## src/rtl/hq2x_vga_pkg.sv

```systemverilog
// hq2x_vga_pkg: timing defaults, raster total derivations and the 15-bit pixel type for hq2x_vga_out
package hq2x_vga_pkg;

    localparam int CW = 12;

    localparam int H_IMG_DEF    = 512;
    localparam int H_BORDER_DEF = 64;
    localparam int H_FP_DEF     = 16;
    localparam int H_SYNC_DEF   = 96;
    localparam int H_BP_DEF     = 48;
    localparam int V_IMG_DEF    = 480;
    localparam int V_FP_DEF     = 10;
    localparam int V_SYNC_DEF   = 2;
    localparam int V_BP_DEF     = 33;

    typedef struct packed {
        logic [4:0] b;
        logic [4:0] g;
        logic [4:0] r;
    } rgb15_t;

    function automatic int h_total(input int img, input int border, input int fp, input int sync, input int bp);
        return 2 * border + img + fp + sync + bp;
    endfunction

    function automatic int v_total(input int img, input int fp, input int sync, input int bp);
        return img + fp + sync + bp;
    endfunction

    localparam int H_TOTAL = h_total(H_IMG_DEF, H_BORDER_DEF, H_FP_DEF, H_SYNC_DEF, H_BP_DEF);
    localparam int V_TOTAL = v_total(V_IMG_DEF, V_FP_DEF, V_SYNC_DEF, V_BP_DEF);

endpackage

```

## src/rtl/hq2x_vga_out_if.sv

```systemverilog
// hq2x_vga_out_if: read-side link between the VGA output stage (master) and the hq2x upscaler (slave)
interface hq2x_vga_out_if;
    logic [14:0] outpixel;
    logic        frame_available;
    logic [9:0]  read_x;
    logic        reset_line;
    logic        reset_frame;

    modport master (input outpixel, frame_available, output read_x, reset_line, reset_frame);
    modport slave  (output outpixel, frame_available, input read_x, reset_line, reset_frame);
endinterface

```

## src/rtl/hq2x_vga_out_video_counter.sv

```systemverilog
// video_counter: h/v raster counters advancing on ce_pix, with region flags and sync windows
module video_counter
    import hq2x_vga_pkg::*;
#(
    parameter int H_IMG    = H_IMG_DEF,
    parameter int H_BORDER = H_BORDER_DEF,
    parameter int H_FP     = H_FP_DEF,
    parameter int H_SYNC   = H_SYNC_DEF,
    parameter int H_BP     = H_BP_DEF,
    parameter int V_IMG    = V_IMG_DEF,
    parameter int V_FP     = V_FP_DEF,
    parameter int V_SYNC   = V_SYNC_DEF,
    parameter int V_BP     = V_BP_DEF
) (
    input  logic          clk,
    input  logic          reset_n,
    input  logic          ce_pix_i,
    output logic [CW-1:0] h_o,
    output logic          v_odd_o,
    output logic          vis_o,
    output logic          img_o,
    output logic          hs_o,
    output logic          vs_o
);
    localparam logic [CW-1:0] H_LAST  = CW'(h_total(H_IMG, H_BORDER, H_FP, H_SYNC, H_BP) - 1);
    localparam logic [CW-1:0] V_LAST  = CW'(v_total(V_IMG, V_FP, V_SYNC, V_BP) - 1);
    localparam logic [CW-1:0] VIS_END = CW'(2 * H_BORDER + H_IMG);
    localparam logic [CW-1:0] IMG_BEG = CW'(H_BORDER);
    localparam logic [CW-1:0] IMG_END = CW'(H_BORDER + H_IMG);
    localparam logic [CW-1:0] HS_BEG  = CW'(2 * H_BORDER + H_IMG + H_FP);
    localparam logic [CW-1:0] HS_END  = CW'(2 * H_BORDER + H_IMG + H_FP + H_SYNC);
    localparam logic [CW-1:0] V_VIS   = CW'(V_IMG);
    localparam logic [CW-1:0] VS_BEG  = CW'(V_IMG + V_FP);
    localparam logic [CW-1:0] VS_END  = CW'(V_IMG + V_FP + V_SYNC);

    logic [CW-1:0] h_q, h_d, v_q, v_d;

    // Next raster position: h wraps at end of line and only then steps v
    always_comb begin
        h_d = (h_q == H_LAST) ? '0 : h_q + CW'(1);
        v_d = (h_q != H_LAST) ? v_q : (v_q == V_LAST) ? '0 : v_q + CW'(1);
    end

    // Raster position register, advanced once per pixel tick
    always_ff @(posedge clk or negedge reset_n) begin
        if (!reset_n) begin
            h_q <= '0;
            v_q <= '0;
        end else if (ce_pix_i) begin
            h_q <= h_d;
            v_q <= v_d;
        end
    end

    assign h_o     = h_q;
    assign v_odd_o = v_q[0];
    assign vis_o   = (h_q < VIS_END) && (v_q < V_VIS);
    assign img_o   = vis_o && (h_q >= IMG_BEG) && (h_q < IMG_END);
    assign hs_o    = (h_q >= HS_BEG) && (h_q < HS_END);
    assign vs_o    = (v_q >= VS_BEG) && (v_q < VS_END);
endmodule

```

## src/rtl/hq2x_vga_out.sv

```systemverilog
// hq2x_vga_out: VGA timing and pixel output stage reading the hq2x upscaler line buffer.
// Define HQ2X_VGA_OUT_SCANLINES_EN to halve image colour on odd lines (scanline effect).
module hq2x_vga_out
    import hq2x_vga_pkg::*;
#(
    parameter int H_IMG    = H_IMG_DEF,
    parameter int H_BORDER = H_BORDER_DEF,
    parameter int H_FP     = H_FP_DEF,
    parameter int H_SYNC   = H_SYNC_DEF,
    parameter int H_BP     = H_BP_DEF,
    parameter int V_IMG    = V_IMG_DEF,
    parameter int V_FP     = V_FP_DEF,
    parameter int V_SYNC   = V_SYNC_DEF,
    parameter int V_BP     = V_BP_DEF
) (
    input  logic                  clk,
    input  logic                  reset_n,
    input  logic                  ce_pix,
    hq2x_vga_out_if.master        up,
    output logic [4:0]            vga_r,
    output logic [4:0]            vga_g,
    output logic [4:0]            vga_b,
    output logic                  hsync_n,
    output logic                  vsync_n,
    output logic                  de
);
    logic [CW-1:0] h;
    logic          v_odd, vis, img, hs, vs;
    logic [8:0]    col;
    logic [9:0]    read_x_d, read_x_q;
    logic          img_q, vis_q, hs_q, vs_q, reset_line_q, reset_frame_q;
    rgb15_t        pix_d, pix_q;
    logic          de_q, hsync_n_q, vsync_n_q;

    video_counter #(
        .H_IMG(H_IMG), .H_BORDER(H_BORDER), .H_FP(H_FP), .H_SYNC(H_SYNC), .H_BP(H_BP),
        .V_IMG(V_IMG), .V_FP(V_FP), .V_SYNC(V_SYNC), .V_BP(V_BP)
    ) u_cnt (
        .clk(clk), .reset_n(reset_n), .ce_pix_i(ce_pix),
        .h_o(h), .v_odd_o(v_odd), .vis_o(vis), .img_o(img), .hs_o(hs), .vs_o(vs)
    );

    assign col      = 9'(h - CW'(H_BORDER));
    assign read_x_d = {v_odd, img ? col : 9'd0};

    // Stage 1: upscaler read address and the flags that travel with it to the colour stage
    always_ff @(posedge clk or negedge reset_n) begin
        if (!reset_n) begin
            read_x_q      <= '0;
            img_q         <= 1'b0;
            vis_q         <= 1'b0;
            hs_q          <= 1'b0;
            vs_q          <= 1'b0;
            reset_line_q  <= 1'b0;
            reset_frame_q <= 1'b1;
        end else if (ce_pix) begin
            read_x_q      <= read_x_d;
            img_q         <= img;
            vis_q         <= vis;
            hs_q          <= hs;
            vs_q          <= vs;
            reset_line_q  <= hs && v_odd;
            reset_frame_q <= vs;
        end
    end

    // Colour select: upscaler pixel inside the image, black elsewhere, optionally dimmed on odd lines
    always_comb begin
        pix_d = img_q ? rgb15_t'(up.outpixel) : '0;
`ifdef HQ2X_VGA_OUT_SCANLINES_EN
        if (read_x_q[9]) begin
            pix_d.r = pix_d.r >> 1;
            pix_d.g = pix_d.g >> 1;
            pix_d.b = pix_d.b >> 1;
        end
`endif
    end

    // Stage 2: colour, data enable and syncs, one tick behind read_x so outpixel lines up
    always_ff @(posedge clk or negedge reset_n) begin
        if (!reset_n) begin
            pix_q     <= '0;
            de_q      <= 1'b0;
            hsync_n_q <= 1'b1;
            vsync_n_q <= 1'b1;
        end else if (ce_pix) begin
            pix_q     <= pix_d;
            de_q      <= vis_q;
            hsync_n_q <= !hs_q;
            vsync_n_q <= !vs_q;
        end
    end

    assign up.read_x      = read_x_q;
    assign up.reset_line  = reset_line_q;
    assign up.reset_frame = reset_frame_q;
    assign vga_r          = pix_q.r;
    assign vga_g          = pix_q.g;
    assign vga_b          = pix_q.b;
    assign de             = de_q;
    assign hsync_n        = hsync_n_q;
    assign vsync_n        = vsync_n_q;
endmodule

```

## src/flat_wrapper.sv

```systemverilog
// flat-port wrapper written by rule: the top's interface ports become plain ports
module hq2x_vga_out_flat import hq2x_vga_pkg::*;
#(
    parameter int H_IMG    = H_IMG_DEF,
    parameter int H_BORDER = H_BORDER_DEF,
    parameter int H_FP     = H_FP_DEF,
    parameter int H_SYNC   = H_SYNC_DEF,
    parameter int H_BP     = H_BP_DEF,
    parameter int V_IMG    = V_IMG_DEF,
    parameter int V_FP     = V_FP_DEF,
    parameter int V_SYNC   = V_SYNC_DEF,
    parameter int V_BP     = V_BP_DEF
)
  (clk, reset_n, ce_pix, vga_r, vga_g, vga_b, hsync_n, vsync_n, de, up_outpixel, up_frame_available, up_read_x, up_reset_line, up_reset_frame);
  hq2x_vga_out_if up_i ();
  input  logic clk;
  input  logic reset_n;
  input  logic ce_pix;
  output logic [4:0] vga_r;
  output logic [4:0] vga_g;
  output logic [4:0] vga_b;
  output logic hsync_n;
  output logic vsync_n;
  output logic de;
  input wire logic [$bits(up_i.outpixel)-1:0] up_outpixel;
  input wire logic [$bits(up_i.frame_available)-1:0] up_frame_available;
  output wire logic [$bits(up_i.read_x)-1:0] up_read_x;
  output wire logic [$bits(up_i.reset_line)-1:0] up_reset_line;
  output wire logic [$bits(up_i.reset_frame)-1:0] up_reset_frame;
  assign up_i.outpixel = up_outpixel;
  assign up_i.frame_available = up_frame_available;
  assign up_read_x = up_i.read_x;
  assign up_reset_line = up_i.reset_line;
  assign up_reset_frame = up_i.reset_frame;
  hq2x_vga_out #(.H_IMG(H_IMG), .H_BORDER(H_BORDER), .H_FP(H_FP), .H_SYNC(H_SYNC), .H_BP(H_BP), .V_IMG(V_IMG), .V_FP(V_FP), .V_SYNC(V_SYNC), .V_BP(V_BP)) u_core (.clk(clk), .reset_n(reset_n), .ce_pix(ce_pix), .up(up_i), .vga_r(vga_r), .vga_g(vga_g), .vga_b(vga_b), .hsync_n(hsync_n), .vsync_n(vsync_n), .de(de));
endmodule
```

## config.mk

```make
export PLATFORM = sky130hd
export DESIGN_NAME = hq2x_vga_out_flat
export DESIGN_NICKNAME = d
export VERILOG_FILES = /design/src/rtl/hq2x_vga_pkg.sv /design/src/rtl/hq2x_vga_out_if.sv /design/src/rtl/hq2x_vga_out_video_counter.sv /design/src/rtl/hq2x_vga_out.sv /design/src/flat_wrapper.sv
export SDC_FILE = /design/constraint.sdc
export NUM_CORES = 1
export LEC_CHECK = 0
export CORE_MARGIN = 8
export CORE_UTILIZATION = 52
export DETAILED_ROUTE_END_ITERATION = 6
export PLACE_DENSITY = 0.75
export SYNTH_ARGS = -nofsm -noshare
export SYNTH_HDL_FRONTEND = slang
export SYNTH_SLANG_ARGS = --single-unit
```

## constraint.sdc

```tcl
create_clock -name clk -period 2.2 [get_ports clk]
set_input_delay 0.55 -clock clk [delete_from_list [all_inputs] [get_ports clk]]
set_output_delay 0.55 -clock clk [all_outputs]
set_load 0.01 [all_outputs]
```

==> results of run 1 <==
power groups by stage:
stage | registers [mW] | logic, mW | clock network [mW]
2_1_floorplan | 1.31 | 0.238 | 0
3_3_place_gp | 1.29 | 0.546 | 0
3_5_place_dp | 1.30 | 0.555 | 0
4_1_cts | 1.28 | 0.560 | 1.22
5_1_grt | 1.29 | 0.615 | 1.26
6_report | 1.28 | 0.555 | 1.20
routing by layer:
metal | vias up | part of all wire, % | GRT usage (%) | routed length [um]
met4 | 0 | 1.4 | 8.459 | 87
met3 | 11 | 6.7 | 4.186 | 427
met1 | 1070 | 49 | 23.93 | 3135
li1 | 1117 | - | - | -
met2 | 73 | 43 | 25.40 | 2750
met5 | - | 0 | 0 | 0
critical path: cells and delay by family, from the launching register on:
kind	cells	cell delay (ns)
and+or+nand+nor	3	1.12
DFF	1	0.43
AOI/OAI and AO/OA	1	0.20
adders and majority gates	1	0.15
buffers and inverters	1	0.09
cell families (layout without fill, tap and decap cells):
logic type,Yosys count,in the layout,synth area share [%]
simple gates,93,93,18.49
fa+ha+maj,9,9,4.000
compound gates,59,59,13.20
xor+xnor,10,10,3.111
mux,5,5,1.911
buf+inv,56,118,7.600
flops,58,58,51.69
path summary, 6_finish.rpt:
path	from	to	slack (ns)	depth (start not counted)
min	reset_n	u_core.vga_b[0]$_DFFE_PN0P_	0.16	1
min reg2reg	u_core.up.reset_frame$_DFFE_PN1P_	u_core.up.reset_frame$_DFFE_PN1P_	0.47	2
max in group asynchronous	reset_n	u_core.vsync_n$_DFFE_PN1P_	1.36	2
max reg2reg	u_core.u_cnt.h_o[7]$_DFFE_PN0P_	u_core.u_cnt.v_q[1]$_DFFE_PN0P_	0.14	6
max	u_core.u_cnt.h_o[7]$_DFFE_PN0P_	u_core.u_cnt.v_q[1]$_DFFE_PN0P_	0.14	6
min in group clk	u_core.up.reset_frame$_DFFE_PN1P_	u_core.up.reset_frame$_DFFE_PN1P_	0.47	2
cells in the final DEF (no fill, tap or decap), drive strengths merged, types with 4 or more instances in the layout:
cell type,n
nand4,6
o22ai,6
clkdlybuf4s50,45
clkbuf,10
nor2,13
nor4,4
ha,9
nand2,15
inv,42
nor3,7
xnor2,6
xor2,4
buf,15
nand3,26
a22o,7
o32ai,5
dfrtp,55
o21ai,32
sequential cells by signal (all words and copies together), names as in the netlist:
name                   count
u_core.vga_b               5
u_core.up.reset_frame      1
u_core.vga_r               5
u_core.vga_g               5
u_core.hs_q                1
u_core.vs_q                1
u_core.de                  1
u_core.vsync_n             1
u_core.hsync_n             1
u_core.u_cnt.h_o          12
u_core.up.reset_line       1
u_core.img_q               1
u_core.vis_q               1
u_core.u_cnt.v_q          12
u_core.up.read_x          10
metrics by stage:
stage / total power, mW / setup TNS [ns] / cells / hold WS [ns] / util [%]
floorplan: 1.546 / 0 / 290 / 0.2544 / -
global placement: 1.835 / 0 / 406 / 0.4601 / 65.82
detailed placement: 1.851 / -0.01307 / 406 / 0.4655 / 65.82
CTS: 3.056 / 0 / 422 / 0.1687 / 70.51
global route: 3.173 / 0 / 422 / 0.1865 / 70.66
finish: 3.033 / 0 / 422 / 0.1644 / 70.66
final cells by class:
type / count / area [sq um] / share of cell area [%]
flip-flops and latches: 58 / 1455 / 39.82
multi-input cells: 176 / 1154 / 31.56
repair buffers: 60 / 558.0 / 15.27
inverters: 42 / 157.7 / 4.314
clock buffers: 10 / 127.6 / 3.492
clock inverters: 6 / 115.1 / 3.150
well taps: 70 / 87.58 / 2.396
==> out/qor.txt, run 1 <==
result of the run = complete, no violations
GRT Resource Usage Total = 17.53%
Mapped Avg Cell Area = 9.708 sq um
fraction of final layout cells with drive strength greater than 1 = 11.93%
number of different library cells in the post-synthesis netlist = 45
Final Skew = 0.007618 ns
dominant cells by area after synthesis = sky130_fd_sc_hd__dfrtp_1 49%, sky130_fd_sc_hd__o21ai_0 5.7%, sky130_fd_sc_hd__inv_1 5.6%
Gate power share = 18.3%
detailed-routing iteration count for the pre-antenna-repair pass = 4
Ys Warns = 0
maximum number of pins on one net before global-route repair = 36
Total Wirelength = 6401 um
residual DRC count = 0
top cells by instance count after synthesis = 55 x sky130_fd_sc_hd__dfrtp_1, 42 x sky130_fd_sc_hd__inv_1, 32 x sky130_fd_sc_hd__o21ai_0
final cell area excluding filler cells = 0.003655 sq mm
Net Count, Synth = 318
antenna violations before repair = 0
number of buffers inserted to repair setup after CTS = 0
arrival time reported for the critical path endpoint = 2.33 ns
Fillers = 378
Hold-fix buffers, CTS = 0
I/O pin count = 49
relative slew slack = 63.17%
starting density of the core = 54.43%
sequential group share of total power = 42.0%
total number of clock tree sinks = 58
H-tree depth = 3
# Max-Cap Violations = 0
number of buffers added by the clock tree synthesis step = 9
clock share of power = 39.7%
synthesis-to-finish area growth = 29.82%
peak supply drop = 459.0 uV
number of synthesized register bits = 58
path category of the worst min-delay check = input port to asynchronous set/reset pin
Final Slew Violations = 0
startpoint types = flip-flop
unrepaired setup endpoints after global routing = no
detailed-placement wirelength estimate = 4550 um
final critical-path required period = 2.057 ns
overall overflow remaining after global route = 0
fraction of registers with async set or reset after synthesis = 100.0%
number of gates resized after cts = 0
post-DR vias/cell = 5.382
minimum setup slack in the final design = 0.1427 ns
Internal Power = 2.224 mW
highest-delay cell along the critical path = sky130_fd_sc_hd__or4_1
number of flops mapped to enable cells by yosys = 0
instance area at placement = 0.003405 sq mm
Max Clock Freq = 486.1 MHz
remaining number of nets flagged by the antenna check after routing = 0
Buffers on Ports = 47
TritonCTS clock tree = done
endpoint type of the worst setup path = flip-flop
fraction of post-synthesis cell area in the top cell type by area = 48.89%
Netlist Area Pre-Place = 0.002815 sq mm
layout net count = 375
net switching share of the total power = 26.67%
share of the clock period used by the worst path = 93.51%
wire length of the first global-routing pass = 10780 um
Row Count = 26
vertical die dimension = 89.58 um
Via Count = 2271
worst slew pin tran = 0.5448 ns
# diodes = 0
iteration-0 DRC count of the detailed router = 106
Worst EP required = 2.47 ns
sequential element share of the synthesized area = 51.69%
number of failing setup endpoints in the final timing report = 0
area of the die = 0.008025 sq mm
worst-case setup slack after placement = -0.01307 ns
LEAKAGE = 1.578 nW
cell chosen for the clock root = sky130_fd_sc_hd__clkbuf_8
Critical Path Fanout Max = 8
die width = 89.58 um
Post-Synthesis Cells = 290
critical setup path kind = flip-flop to flip-flop
final weighted congestion in routability-driven placement = 0.8684
clock transition at the registers of the reported paths = 0.07 ns
area inside the core boundary = 0.005172 sq mm
later-pin clock latency in the skew report = 0.34 ns
final-report hold violation count = 0
post-synth top area cell = sky130_fd_sc_hd__dfrtp_1
deepest clock path buffer count = 2
switching power = 808.8 uW
Primary FF master, synth = sky130_fd_sc_hd__dfrtp_1
via count of the first global-routing pass = 2207
Pwr Density = 829.8 mW/mm^2
average wire per standard cell = 15.17 um
count leader, synth = sky130_fd_sc_hd__dfrtp_1
CP cell instances = inv_1 -> ha_1 -> nand3b_1 -> or4_1 -> nor2_2 -> a22o_1
crit-path max cell delay = 0.60 ns
Note: power is estimated with default switching activity, not from simulation.
==> run 2, diff against run 1 <==
--- a/config.mk
+++ b/config.mk
@@ -6,9 +6,9 @@
 export NUM_CORES = 1
 export LEC_CHECK = 0
 export CORE_MARGIN = 8
-export CORE_UTILIZATION = 52
+export CORE_UTILIZATION = 40
 export DETAILED_ROUTE_END_ITERATION = 6
-export PLACE_DENSITY = 0.75
+export PLACE_DENSITY = 0.59
 export SYNTH_ARGS = -nofsm -noshare
 export SYNTH_HDL_FRONTEND = slang
 export SYNTH_SLANG_ARGS = --single-unit
==> out/qor.txt, run 2 (synthesis results as in run 1) <==
deepest clock path buffer count = 2 (unchanged)
CP cell instances = ha_1 -> nand4_4 -> or4_1 -> or3_1 -> mux2i_1
number of buffers and inverters on the critical path = 0 (-1)
Total Wirelength = 6501 um (+1.6%)
total met2 wirelength after detailed routing = 2689 um (-2.2%)
Tot Pwr = 2.911 mW (-4.0%)
Total Negative Setup Slacks = 0 ns (unchanged)
number of buffers inserted to repair setup after CTS = 0 (unchanged)
critical setup path kind = flip-flop to flip-flop
final critical-path required period = 2.046 ns (-0.01163 ns)
via count of the first global-routing pass = 2170 (-1.7%)
number of failing setup endpoints in the final timing report = 0 (unchanged)
final cell area excluding filler cells = 0.003676 sq mm (+0.58%)
reg-to-reg slack, setup = 0.15 ns (about the same)
highest routed metal layer = met4
starting density of the core = 41.44% (-13 points)
cell chosen for the clock root = sky130_fd_sc_hd__clkbuf_8
final weighted congestion in routability-driven placement = 0.8322 (-4.2%)
area of the die = 0.009978 sq mm (+24%)
wl on met1 = 3309 um (+5.6%)
total number of clock tree sinks = 58 (unchanged)
wire length of the first global-routing pass = 11160 um (+3.5%)
crit-path max cell delay = 0.71 ns (+0.11 ns)
maximum number of pins on one net before global-route repair = 59 (+64%)
residual DRC count = 0 (unchanged)
H-tree depth = 3 (unchanged)
remaining number of nets flagged by the antenna check after routing = 0 (unchanged)
instance area at placement = 0.003450 sq mm (+1.3%)
iteration-0 DRC count of the detailed router = 109 (+2.8%)
synthesis-to-finish area growth = 30.58%
detailed-placement wirelength estimate = 4608 um (+1.3%)
Max Clock Freq = 488.8 MHz (+0.57%)
reg-to-reg critical path endpoint = u_core.u_cnt.v_q[6]$_DFFE_PN0P_
share of the clock period used by the worst path = 92.99% (-0.53 points)
later-pin clock latency in the skew report = 0.33 ns (about the same)
number of gates resized after cts = 0 (unchanged)
Critical Path Fanout Max = 8 (unchanged)
final-report hold violation count = 0 (unchanged)
antenna violations before repair = 0 (unchanged)
Pwr Density = 791.9 mW/mm^2 (-4.6%)
GRT Resource Usage Total = 13.98% (-3.5 points)
LEAKAGE = 1.575 nW (-0.18%)
clock transition at the registers of the reported paths = 0.07 ns (about the same)
worst r2r src = u_core.u_cnt.h_o[1]$_DFFE_PN0P_
layout net count = 375 (unchanged)
Final Skew = 0.008856 ns (+0.001238 ns)
arrival time reported for the critical path endpoint = 2.31 ns (-0.02 ns)
Worst EP required = 2.46 ns (about the same)
post-DR vias/cell = 5.025 (-6.6%)
Fillers = 622 (+65%)
R2R cell count = 5 (-1)
fraction of final layout cells with drive strength greater than 1 = 11.93% (unchanged)
overall overflow remaining after global route = 0 (unchanged)
leading cell type in the layout, fill and taps excluded = sky130_fd_sc_hd__dfrtp_1
peak supply drop = 337.5 uV (-26%)
Buffers on Ports = 47 (unchanged)
Hold-fix buffers, CTS = 0 (unchanged)
# Max-Cap Violations = 0 (unchanged)
startpoint types = flip-flop
metal3 WL = 367 um (-14%)
die width = 99.89 um (+12%)
Row Count = 30 (+15%)
path category of the worst min-delay check = input port to asynchronous set/reset pin
minimum hold slack = 0.2040 ns (+0.03960 ns)
commonest non-fill, non-tap cells in the layout = 55 x sky130_fd_sc_hd__dfrtp_1, 45 x sky130_fd_sc_hd__clkdlybuf4s50_1, 42 x sky130_fd_sc_hd__inv_1, 32 x sky130_fd_sc_hd__o21ai_0, 26 x sky130_fd_sc_hd__nand3_1
result of the run = complete, no violations
I/O pin count = 49 (unchanged)
unrepaired setup endpoints after global routing = no
area inside the core boundary = 0.006794 sq mm (+31%)
Largest delay share family, worst path = simple AND/OR/NAND/NOR gates
highest-delay cell along the critical path = sky130_fd_sc_hd__or4_1
Final Slew Violations = 0 (unchanged)
Via Count = 2251 (-0.88%)
average wire per standard cell = 14.51 um (-4.3%)
worst slew pin tran = 0.5202 ns (-0.02467 ns)
relative slew slack = 65.32% (+2.2 points)
endpoint type of the worst setup path = flip-flop
vertical die dimension = 99.89 um (+12%)
detailed-routing iteration count for the pre-antenna-repair pass = 4 (unchanged)
TritonCTS clock tree = done
# diodes = 0 (unchanged)
number of buffers added by the clock tree synthesis step = 9 (unchanged)
==> run 2: changes by cell type in the layout (fill, tap and decap cells not counted), sizes merged <==
cell    change
clkbuf      +1
bufinv      -1
==> run 2: stage by stage <==
stage / cells / setup slack, ns / utilization [%]
finish: 448 / 0.1543 / 54.11
global route: 448 / 0.01071 / 54.11
CTS: 448 / 0.1394 / 54.00
detailed placement: 432 / 0.08118 / 50.77
global placement: 432 / 0.09472 / 50.77
floorplan: 290 / 0.3101 / -
==> run 2: where the power goes <==
| group | switching [mW] | internal, mW |
|---|---|---|
| logic | 0.272 | 0.286 |
| clock network | 0.415 | 0.665 |
| registers | 0.0887 | 1.19 |
==> run 2: cell type report <==
type,count,area [sq um],share of cell area [%]
Sequential cell,58,1455,39.58
Clock buffer,11,141.4,3.846
Multi-Input combinational cell,176,1154,31.38
Timing Repair Buffer,60,570.5,15.52
Inverter,42,157.7,4.289
Clock inverter,5,77.57,2.110
Tap cell,96,120.1,3.268
==> run 2: worst max path at each step <==
stage                                          startpoint                              end  slack, ns  cells after the start
after floorplan           u_core.u_cnt.h_o[0]$_DFFE_PN0P_  u_core.u_cnt.v_q[6]$_DFFE_PN0P_       0.31                      6
after global placement                             ce_pix  u_core.u_cnt.v_q[1]$_DFFE_PN0P_       0.09                      5
after detailed placement                           ce_pix  u_core.u_cnt.v_q[6]$_DFFE_PN0P_       0.08                      5
after CTS                 u_core.u_cnt.h_o[7]$_DFFE_PN0P_  u_core.up.read_x[8]$_DFFE_PN0P_       0.14                      7
after global routing      u_core.u_cnt.h_o[0]$_DFFE_PN0P_  u_core.u_cnt.v_q[1]$_DFFE_PN0P_       0.01                      5
final                     u_core.u_cnt.h_o[1]$_DFFE_PN0P_  u_core.u_cnt.v_q[6]$_DFFE_PN0P_       0.15                      5
==> run 2: metal layers <==
metal,track usage [%],up-vias
li1,-,1127
met1,19.30,1061
met2,19.45,53
met3,3.599,10
met4,7.334,0
met5,0,-
